--- src/rtl/riscv_pkg.sv ---
// Shared datapath constants, ALU/result encodings and the packed decode
// control word that travels down the pipeline.
package riscv_pkg;

    localparam int XLEN = 32;
    localparam int REGW = 5;

    localparam logic [2:0] ALU_ADD = 3'b000;
    localparam logic [2:0] ALU_SUB = 3'b001;
    localparam logic [2:0] ALU_AND = 3'b010;
    localparam logic [2:0] ALU_OR  = 3'b011;
    localparam logic [2:0] ALU_XOR = 3'b100;
    localparam logic [2:0] ALU_SLT = 3'b101;

    localparam logic RES_ALU = 1'b0;
    localparam logic RES_MEM = 1'b1;

    typedef struct packed {
        logic       reg_write;
        logic       alu_src;
        logic       mem_write;
        logic       result_src;
        logic       branch;
        logic [2:0] alu_control;
    } ctrl_t;

    localparam ctrl_t CTRL_BUBBLE = '0;

endpackage

--- src/rtl/hazard_detect.sv ---
// Load-use hazard detector: a valid load in execute whose destination is read
// by the valid decode instruction. x0 is never a hazard.
module hazard_detect #(
    parameter int REGW = 5
) (
    input  logic            rst,
    input  logic [REGW-1:0] Rs1D,
    input  logic [REGW-1:0] Rs2D,
    input  logic            ValidD,
    input  logic [REGW-1:0] RdE,
    input  logic            ValidE,
    input  logic            ResultSrcE,
    input  logic            RegWriteE,
    input  logic            FlushE,
    output logic            hz,
    output logic            StallD
);

    logic rd_match;

    always_comb begin
        rd_match = (RdE == Rs1D) || (RdE == Rs2D);
        hz       = ValidD && ValidE && ResultSrcE && RegWriteE
                   && (RdE != '0) && rd_match;
        // A flushed decode slot is wrong-path, so it must not freeze fetch.
        StallD   = hz && !FlushE && !rst;
    end

endmodule

--- src/rtl/decode_execute_reg.sv ---
// ID/EX pipeline register with load-use bubble insertion, branch flush and a
// saturating bubble counter for performance debug.
module decode_execute_reg #(
    parameter int XLEN = 32,
    parameter int REGW = 5,
    parameter int CNTW = 16
) (
    input  logic            clk,
    input  logic            rst,
    input  logic            ValidD,
    input  logic            RegWriteD,
    input  logic            ALUSrcD,
    input  logic            MemWriteD,
    input  logic            ResultSrcD,
    input  logic            BranchD,
    input  logic [2:0]      ALUControlD,
    input  logic [XLEN-1:0] RD1D,
    input  logic [XLEN-1:0] RD2D,
    input  logic [XLEN-1:0] ImmExtD,
    input  logic [XLEN-1:0] PCD,
    input  logic [XLEN-1:0] PCPlus4D,
    input  logic [REGW-1:0] Rs1D,
    input  logic [REGW-1:0] Rs2D,
    input  logic [REGW-1:0] RdD,
    input  logic            FlushE,
    output logic            ValidE,
    output logic            RegWriteE,
    output logic            ALUSrcE,
    output logic            MemWriteE,
    output logic            ResultSrcE,
    output logic            BranchE,
    output logic [2:0]      ALUControlE,
    output logic [XLEN-1:0] RD1E,
    output logic [XLEN-1:0] RD2E,
    output logic [XLEN-1:0] ImmExtE,
    output logic [XLEN-1:0] PCE,
    output logic [XLEN-1:0] PCPlus4E,
    output logic [REGW-1:0] Rs1E,
    output logic [REGW-1:0] Rs2E,
    output logic [REGW-1:0] RdE,
    output logic            StallD,
    output logic [CNTW-1:0] BubbleCount
);

    import riscv_pkg::*;

    function automatic logic [CNTW-1:0] sat_inc(input logic [CNTW-1:0] c);
        return (&c) ? c : c + CNTW'(1);
    endfunction

    ctrl_t           ctrl_p0, ctrl_p1;
    logic            vld_p1;
    logic [XLEN-1:0] rd1_p1, rd2_p1, imm_p1, pc_p1, pc4_p1;
    logic [REGW-1:0] rs1_p1, rs2_p1, rd_p1;
    logic [CNTW-1:0] bubble_cnt;
    logic            hz;

    hazard_detect #(.REGW(REGW)) u_hazard_detect (
        .rst        (rst),
        .Rs1D       (Rs1D),
        .Rs2D       (Rs2D),
        .ValidD     (ValidD),
        .RdE        (rd_p1),
        .ValidE     (vld_p1),
        .ResultSrcE (ctrl_p1.result_src),
        .RegWriteE  (ctrl_p1.reg_write),
        .FlushE     (FlushE),
        .hz         (hz),
        .StallD     (StallD)
    );

    // An invalid decode slot is still captured, but must never commit state.
    always_comb begin
        ctrl_p0             = CTRL_BUBBLE;
        ctrl_p0.reg_write   = RegWriteD && ValidD;
        ctrl_p0.alu_src     = ALUSrcD;
        ctrl_p0.mem_write   = MemWriteD && ValidD;
        ctrl_p0.result_src  = ResultSrcD;
        ctrl_p0.branch      = BranchD;
        ctrl_p0.alu_control = ALUControlD;
    end

    // ---- decode -> execute boundary ----
    always_ff @(posedge clk) begin
        if (rst) begin
            vld_p1     <= 1'b0;
            ctrl_p1    <= CTRL_BUBBLE;
            rd1_p1     <= '0;
            rd2_p1     <= '0;
            imm_p1     <= '0;
            pc_p1      <= '0;
            pc4_p1     <= '0;
            rs1_p1     <= '0;
            rs2_p1     <= '0;
            rd_p1      <= '0;
            bubble_cnt <= '0;
        end else if (FlushE || hz) begin
            // Zeroed indices keep a bubble from matching hazard or forwarding logic.
            vld_p1  <= 1'b0;
            ctrl_p1 <= CTRL_BUBBLE;
            rd1_p1  <= '0;
            rd2_p1  <= '0;
            imm_p1  <= '0;
            pc_p1   <= '0;
            pc4_p1  <= '0;
            rs1_p1  <= '0;
            rs2_p1  <= '0;
            rd_p1   <= '0;
            if (!FlushE) begin
                bubble_cnt <= sat_inc(bubble_cnt);
            end
        end else begin
            vld_p1  <= ValidD;
            ctrl_p1 <= ctrl_p0;
            rd1_p1  <= RD1D;
            rd2_p1  <= RD2D;
            imm_p1  <= ImmExtD;
            pc_p1   <= PCD;
            pc4_p1  <= PCPlus4D;
            rs1_p1  <= Rs1D;
            rs2_p1  <= Rs2D;
            rd_p1   <= RdD;
        end
    end

    assign ValidE      = vld_p1;
    assign RegWriteE   = ctrl_p1.reg_write;
    assign ALUSrcE     = ctrl_p1.alu_src;
    assign MemWriteE   = ctrl_p1.mem_write;
    assign ResultSrcE  = ctrl_p1.result_src;
    assign BranchE     = ctrl_p1.branch;
    assign ALUControlE = ctrl_p1.alu_control;
    assign RD1E        = rd1_p1;
    assign RD2E        = rd2_p1;
    assign ImmExtE     = imm_p1;
    assign PCE         = pc_p1;
    assign PCPlus4E    = pc4_p1;
    assign Rs1E        = rs1_p1;
    assign Rs2E        = rs2_p1;
    assign RdE         = rd_p1;
    assign BubbleCount = bubble_cnt;

endmodule

--- config.mk ---
export PLATFORM = sky130hd
export DESIGN_NAME = decode_execute_reg
export DESIGN_NICKNAME = d
export VERILOG_FILES = /design/src/rtl/riscv_pkg.sv /design/src/rtl/hazard_detect.sv /design/src/rtl/decode_execute_reg.sv
export SDC_FILE = /design/constraint.sdc
export NUM_CORES = 1
export LEC_CHECK = 0
export BUFFER_PORTS_ARGS = -buffer_cell sky130_fd_sc_hd__buf_2
export CAP_MARGIN = 5
export CELL_PAD_IN_SITES_DETAIL_PLACEMENT = 1
export CELL_PAD_IN_SITES_GLOBAL_PLACEMENT = 2
export CORE_ASPECT_RATIO = 0.75
export CORE_MARGIN = 2
export CORE_UTILIZATION = 21
export DETAILED_ROUTE_END_ITERATION = 8
export GPL_TIMING_DRIVEN = 0
export HOLD_SLACK_MARGIN = 0.05
export PLACE_DENSITY_LB_ADDON = 0.05
export SETUP_SLACK_MARGIN = 0.4
export SYNTH_ARGS = -nofsm -noshare
export SYNTH_HDL_FRONTEND = slang
export SYNTH_SLANG_ARGS = --single-unit
--- constraint.sdc ---
create_clock -name clk -period 2 [get_ports clk]
set_input_delay 0.2 -clock clk [delete_from_list [all_inputs] [get_ports clk]]
set_output_delay 0.2 -clock clk [all_outputs]
set_load 0.02 [all_outputs]
==> impl_metrics.toml, run 1 <==
[floorplan]
die_w_um = 200.5
core_um2 = 28250
initial_utilization = 0.2152
die-area_um2 = 30340
ios = 388
rows = 53
fp.dieH_um = 151.3

[grt]
grt_overflow_total = 0
grtUsageMet3 = 0.06347
grt_first_pass_wirelength_um = 39940
grt_max_degree = 18
antenna_found_initial = 3
track_usage = 0.1761
use_met2 = 0.3120
grt_use_met1 = 0.2010
grt_pass1_vias = 6644
top_usage_layer = "met2"

[timing]
tightest_slew_ps = 695.9
tns_ps = -28510
slew_violations = 0
rsz0062_at_grt = "yes"
slew_headroom = 0.5361
fmax_mhz = 450.6
setup_violations = 192
setup_ws_ps = -219.2
finalCritPeriodShare = 1.110
finalClockSkew_ps = 10.63
period_needed_ps = 2219
hold_viol = 0

[setup_path]
path_max_fanout = 5
arrival_ps = 2600
path_delay_family = "simple AND/OR/NAND/NOR gates"
cp_slowest_cell = "or4_4"
cp_cell_sequence = "or4_4 > o21a_4 > a211oi_4 > buf_6 > buf_8 > buf_12 > buf_16 > clkbuf_16 > and2_4"
crit_cells = 9
critical_path_buf_inv_count = 5
critPathCaptureType = "flip-flop"
criticalPathCategory = "flip-flop to flip-flop"
start_kind = "flip-flop"
slowest_delay_ps = 570
cp_data_required_time_ps = 2380
reg2regPathDepth = 9

[synth]
synth_edf_count = 0
synth-seq-cells = 200
synth_nets = 708
ys.flop_type = "dfxtp_1"
seq_area_frac_synth = 0.6587
ys_top_cells_by_area = "dfxtp_1 (66%), and2_1 (16%), and2_2 (3.6%)"
yosysWarnings = 0
synth_top_area_frac = 0.6587
yosysTopAreaCell = "dfxtp_1"
syn_avg_cell_area_um2 = 11.69
ys_async_sr_fraction = 0
synth.most_common_cell = "dfxtp_1"
syn-instance-count = 520
synthTopCellsByCount = "dfxtp_1 (200), and2_1 (153), and2_2 (29), clkbuf_2 (16)"
synth_area_um2 = 6078
synth_cell_type_count = 43

[worst_hold_path]
hold_path.class = "input pin to flip-flop"
min_path_cells = 3

[layout]
fillers = 3144
drive_gt1_frac = 0.5620
fin_nets = 1353
design_area_um2 = 12600
area_growth_syn_to_layout_pct = 107.4
layout.cells.non_filler = 1565

[power_and_ir_drop]
p_leak_nw = 6.047
p_per_area_nw_per_um2 = 739.9
finalPower_mw = 9.326
irDropWorstVdd_mv = 0.5510

[clocking]
cts_tree = "yes"
htree_levels = 4
clockBufferDepth = 2
clock-root-buffer = "clkbuf_16"
cts.sinks = 200
clk_latency_ps = 440
cts_made_buffers = 17
clk_pin_slew_ps = 70

[routing]
firstDrtPassIters = 4
route.detailed.drc = 0
detail_route.iter0.violations = 103
wirelength_um = 27660
via_count = 6154
wl_per_cell_um = 17.67
vias_per_cell = 3.932
ant_nets = 0

[status]
status = "complete, but fails checks"
violations = "negative setup slack"

[placement]
placed_area_um2 = 8670
place_inst = 1292
globalplace.congestion = 0.7732
io_buffers = 387
dp_slack_ps = -379.4
place_hpwl_um = 18500

[run]
drv_cap = 0
[layout make-up]
type                       count  area, µm²  share of cell area
multi-input combinational    290       2439              0.1935
timing repair buffer         626       4532              0.3595
inverter                       2      7.507           0.0005956
clock buffer                  21      470.5             0.03732
buffer                        28      471.7             0.03742
clock inverter                11      160.2             0.01271
tap                          385      481.7             0.03822
sequential                   200       4038              0.3203
antenna                        2      5.005           0.0003971
[metal layers]
layer,share of wire,vias to the layer above
met5,0.00058,-
met4,0.012,2
met1,0.40,2939
met3,0.071,19
li1,-,2973
met2,0.51,221
[final timing paths]
check / startpoint / endpoint / slack, ps
worst min-delay path: rst / BubbleCount[3] / 220
worst max-delay path: RdE[4] / ImmExtE[16] / -220
worst max register to register: RdE[4] / ImmExtE[16] / -220
worst min register to register: BubbleCount[4] / BubbleCount[4] / 500
[worst register-to-register path: cells and delay by family, from the launching register on]
family                 cells  cell delay, ps
buffers and inverters      5             660
DFF                        1             380
AOI/OAI and AO/OA          2             440
and+or+nand+nor            2             710
[power by group]
part	leakage, nW	switching [mW]	total (mW)	internal [mW]
registers	1.65	0.0430	4.16	4.12
clock network	0.303	1.65	3.75	2.10
logic	4.09	0.601	1.41	0.809
[registers in the layout, indices dropped and copies added, names as in the netlist, 3 cells and up]
signal and count:
ImmExtE 32, Rs2E 5, PCPlus4E 32, RD1E 32, BubbleCount 16, ALUControlE 3, RD2E 32, Rs1E 5
PCE 32, RdE 5
[kinds of logic (layout without fill, tap and decap cells)]
logic type,after synthesis,count (layout),share of synthesized area
flip-flops,200,200,0.6587
AO/OA/AOI/OAI,31,31,0.03602
buffers and inverters,30,688,0.02470
multiplexers,5,5,0.009262
other,0,2,0
adder cells (fa/ha/maj),1,1,0.002058
XOR/XNOR,10,10,0.01441
AND/OR/NAND/NOR,243,243,0.2548
[what timing repair did]
item,CTS,global route
hold buffers,184,0
setup buffers,28,4
endpoints found under the hold margin,184,0
cloned,22,1
endpoints found under the setup margin,201,201
gates resized for setup,116,138
pin swaps,64,67
[stage by stage]
stage               utilization  hold WS (ps)
floorplan                     -         321.6
global placement         0.3069         399.8
detailed placement       0.3069         403.9
CTS                      0.4318         190.0
global route             0.4461         204.4
finish                   0.4462         217.8
[layout by cell type (no fill, tap or decap), drive strengths merged, types with 3 or more instances in the layout]
cell,synthesis,routed
nand2b,3,3
inv,2,6
bufinv,0,3
nor2,7,7
dlygate4sd3,0,184
o21ai,6,6
nand2,5,5
or4,4,4
dfxtp,200,200
or3,6,6
clkbuf,24,35
and2,182,182
buf,4,456
a21oi,10,10
nor3,5,5
nor4,5,5
o31ai,4,4
mux2,5,5
xnor2,10,10
nand4,5,5
nand3,5,5
nor2b,5,5
(Power assumes the default switching activity.)
==> run 2, diff against run 1 <==
Settings changed: MAX_ROUTING_LAYER from default to met4, SKIP_LAST_GASP from default to 1.
==> run 2 against run 1 <==
  * The flow still finishes with violations (negative setup slack)
  * Cell area about the same
  * Combinational power about the same
  * Clock skew increased by 1.3 ps
  * Register-to-register slack about the same
  * Largest cell class unchanged
==> impl_metrics.toml, run 2 (synthesis results as in run 1) <==
[status]
status = "complete, but fails checks"
violations = "negative setup slack"

[layout]
layout.cells.non_filler = 1566
drive_gt1_frac = 0.5569
fin_nets = 1353
final_cell_mix = "buf_2 (386), dlygate4sd3_1 (184), dfxtp_1 (183)"
final_common_cell = "buf_2"
area_growth_syn_to_layout_pct = 107.2

[routing]
wirelength_um = 27570
wl_per_cell_um = 17.60
ant_nets = 0
route.detailed.drc = 0
detail_route.iter0.violations = 156
via_count = 6171
vias_per_cell = 3.941
firstDrtPassIters = 4

[setup_path]
start_kind = "flip-flop"
cp_data_required_time_ps = 2380
criticalPathCategory = "flip-flop to flip-flop"
arrival_ps = 2600
critPathCaptureType = "flip-flop"
path_max_fanout = 5

[timing]
finalClockSkew_ps = 11.91
finalCritPeriodShare = 1.108
tns_ps = -27790
setup_ws_ps = -215.5
hold_viol = 0
slew_violations = 0
period_needed_ps = 2216
fin_hold_ws_ps = 217.6
slew_headroom = 0.5356
tightest_slew_ps = 696.6
fmax_mhz = 451.4
setup_violations = 192
rsz0062_at_grt = "yes"

[worst_hold_path]
hold_path.class = "input pin to flip-flop"

[floorplan]
core_um2 = 28250
initial_utilization = 0.2152
die-area_um2 = 30340
die_w_um = 200.5
fp.dieH_um = 151.3
ios = 388
rows = 53

[placement]
place_hpwl_um = 18500
place_inst = 1292
globalplace.congestion = 0.7837
dp_slack_ps = -379.4
io_buffers = 387

[power_and_ir_drop]
p_per_area_nw_per_um2 = 739.1
irDropWorstVdd_mv = 0.5536
p_leak_nw = 6.038

[clocking]
cts_made_buffers = 17
clock-root-buffer = "clkbuf_16"
cts_tree = "yes"
htree_levels = 4
clk_latency_ps = 440
clockBufferDepth = 2
clk_pin_slew_ps = 70
cts.sinks = 200

[grt]
grt_max_degree = 18
track_usage = 0.1818
grt_overflow_total = 0
grt_pass1_vias = 6666
grt_first_pass_wirelength_um = 39930
antenna_found_initial = 3

[run]
drv_cap = 0
[run 2: what timing repair did]
item,in CTS,in global routing
hold endpoints to repair,184,0
cloned,22,1
endpoints found under the setup margin,201,201
pin swaps,64,65
hold buffers,184,0
gates resized for setup,108,140
buffers inserted,28,4
[run 2: layout make-up]
| type | count | area, µm² |
|---|---|---|
| tap | 385 | 481.7 |
| sequential | 200 | 4040 |
| inverter | 2 | 7.507 |
| clock inverter | 11 | 160.2 |
| timing repair buffer | 626 | 4527 |
| multi-input combinational | 290 | 2431 |
| clock buffer | 21 | 470.5 |
| antenna | 3 | 7.507 |
| fill | 3154 | 15650 |
| buffer | 28 | 471.7 |
[run 2: worst max-delay path, stage by stage (launching register included)]
cell       delay, ps
dfxtp_4          370
or4_4            560
o21a_4           230
a211oi_4         210
buf_6            160
buf_8            130
buf_12           110
buf_16           110
clkbuf_16        140
and2_4           140
[run 2: worst paths after layout]
check / startpoint / to / slack (ps) / cells after the start
max: RdE[4] / ImmExtE[16] / -220 / 9
min: rst / BubbleCount[3] / 220 / 3
max reg2reg: RdE[4] / ImmExtE[16] / -220 / 9
min reg2reg: BubbleCount[4] / BubbleCount[4] / 500 / 2
[run 2: routing by layer]
layer,routed length [µm],up-vias,track usage
met3,1907,25,0.05852
met2,14030,226,0.3116
li1,-,2983,-
met1,11240,2937,0.2054
met5,0,-,-
met4,391,0,0.05074
[run 2: stage by stage]
step	cell area, µm²	total power, mW	util
global route	12600	9.716	0.4459
detailed placement	8670	5.063	0.3069
floorplan	6251	4.646	-
global placement	8670	5.051	0.3069
CTS	12170	9.353	0.4310
finish	12600	9.311	0.4459
[run 2: report_power, final]
group	switching, mW	leakage [nW]	internal (mW)	total, mW
clock	1.64	0.303	2.10	3.74
sequential	0.0433	1.65	4.12	4.16
combinational	0.601	4.09	0.806	1.41
total	2.28	6.04	7.03	9.31
==> run 3, diff against run 2 <==
Settings changed: PLACE_DENSITY from default to 0.71, PLACE_DENSITY_LB_ADDON 0.05 to default.
==> run 3 against run 2 <==
  * The run still ends with negative setup slack left
  * Clock skew increased by 1.8 ps
  * Non-clock buffer count down 13
  * Sequential cell count is the same
  * Power rose by 0.18%
  * Final cell count is 0.70% lower
  * Register-to-register slack gained 50 ps
  * Worst hold slack worse by 140 ps
  * Via count shrank 0.13%
  * Sequential share of layout area rose by 0.90 points
  * Global-route usage increased by 0.31 points
  * Largest power group unchanged
==> impl_metrics.toml, run 3 (synthesis results as in run 1) <==
[status]
status = "complete, but fails checks"
violations = "negative setup slack"

[setup_path]
path_max_fanout = 6
r2r-start = "RdE[1]"
critPathCaptureType = "flip-flop"
arrival_ps = 2540
start_kind = "flip-flop"
rrSetupSlack_ps = -160
crit_start = "RdE[1]"
cp_data_required_time_ps = 2380
criticalPathCategory = "flip-flop to flip-flop"
timing.rr.end = "ALUControlE[1]"
timing.critical_path.to = "ALUControlE[1]"
reg2regPathDepth = 7

[grt]
antenna_found_initial = 2
grt_max_degree = 21
grt_first_pass_wirelength_um = 40840
track_usage = 0.1848
grt_overflow_total = 0
grt_pass1_vias = 6765

[placement]
place_inst = 1292
globalplace.congestion = 0.8057
dp_slack_ps = -466.5
io_buffers = 387
place_hpwl_um = 17130

[timing]
fmax_mhz = 462.8
period_needed_ps = 2161
slew_headroom = 0.5287
tightest_slew_ps = 706.9
rsz0062_at_grt = "yes"
setup_ws_ps = -160.6
slew_violations = 0
finalClockSkew_ps = 13.68
setup_violations = 181
hold_viol = 0
finalCritPeriodShare = 1.080
tns_ps = -16290

[floorplan]
fp.dieH_um = 151.3
rows = 53
die-area_um2 = 30340
ios = 388
die_w_um = 200.5
core_um2 = 28250
initial_utilization = 0.2152

[clocking]
clock-root-buffer = "clkbuf_16"
clk_latency_ps = 440
cts_made_buffers = 17
cts_tree = "yes"
clockBufferDepth = 2
cts.sinks = 200
clk_pin_slew_ps = 80
htree_levels = 4

[routing]
ant_nets = 0
firstDrtPassIters = 4
detail_route.iter0.violations = 158
vias_per_cell = 3.963
wl_per_cell_um = 18.40
route.detailed.drc = 0
via_count = 6163
wirelength_um = 28610

[power_and_ir_drop]
irDropWorstVdd_mv = 0.6333
p_leak_nw = 5.877
p_per_area_nw_per_um2 = 760.8

[layout]
final_cell_mix = "buf_2 (386), dfxtp_1 (183), dlygate4sd3_1 (183)"
fin_nets = 1340
area_growth_syn_to_layout_pct = 101.7
drive_gt1_frac = 0.5348
final_common_cell = "buf_2"
layout.cells.non_filler = 1555

[run]
drv_cap = 0

[worst_hold_path]
hold_path.class = "input pin to flip-flop"
[run 3: cell count changes in the layout (fill, tap and decap cells not counted), sizes merged]
cell / delta
buf: -20
inv: +5
clkbuf: +4
clkinvlp: -2
diode: +2
clkinv: +1
dlygate4sd3: -1
[run 3: metrics by stage]
stage / area [µm²] / utilization / hold slack, ps / total power, mW
after global routing: 12250 / 0.4337 / 77.78 / 9.727
after floorplan: 6251 / - / 321.6 / 4.646
after detailed placement: 8670 / 0.3069 / 404.2 / 5.061
after global placement: 8670 / 0.3069 / 399.8 / 5.051
after CTS: 11840 / 0.4192 / 66.11 / 9.343
final: 12260 / 0.4340 / 75.01 / 9.328
[run 3: how the worst min path moves through the flow]
stage / startpoint / to / slack [ps] / cells after the start
2_1_floorplan: RdD[4] / RdE[4] / 320 / 1
3_3_place_gp: RD1D[6] / RD1E[6] / 400 / 2
3_5_place_dp: PCPlus4D[15] / PCPlus4E[15] / 400 / 2
4_1_cts: ValidD / ValidE / 70 / 2
5_1_grt: ValidD / ValidE / 80 / 2
6_report: ValidD / ValidE / 80 / 2
[run 3: critical path, stage by stage, from the launching register on]
cell       delay (ps)
dfxtp_4           370
or4_4             560
o21a_4            230
a211oi_4          230
buf_6             230
buf_16            170
clkbuf_16         150
and2_4            160
[run 3: cell type report]
cell class | instances | area, µm²
fill | 3202 | 15990
timing repair buffer | 613 | 4280
tap | 385 | 481.7
antenna | 5 | 12.51
inverter | 2 | 7.507
multi-input combinational | 290 | 2349
clock buffer | 17 | 425.4
clock inverter | 15 | 217.7
buffer | 28 | 444.2
sequential | 200 | 4043
[run 3: timing repair]
action,4_1_cts,5_1_grt
pin swaps,56,58
resized for setup,92,85
buffers inserted,15,14
cloned,12,2
endpoints found under the setup margin,201,201
hold endpoints to repair,183,0
hold buffers,183,0
[run 3: per-layer routing]
| metal | global-route usage | vias to the layer above | routed length, µm |
|---|---|---|---|
| met4 | 0.05741 | 0 | 554 |
| li1 | - | 2955 | - |
| met2 | 0.3118 | 233 | 14580 |
| met5 | - | - | 0 |
| met1 | 0.2163 | 2943 | 11890 |
| met3 | 0.05034 | 32 | 1586 |
[run 3: power by group]
part	internal, mW	switching [mW]
Combinational	0.741	0.593
Sequential	4.12	0.0497
Clock	2.05	1.77
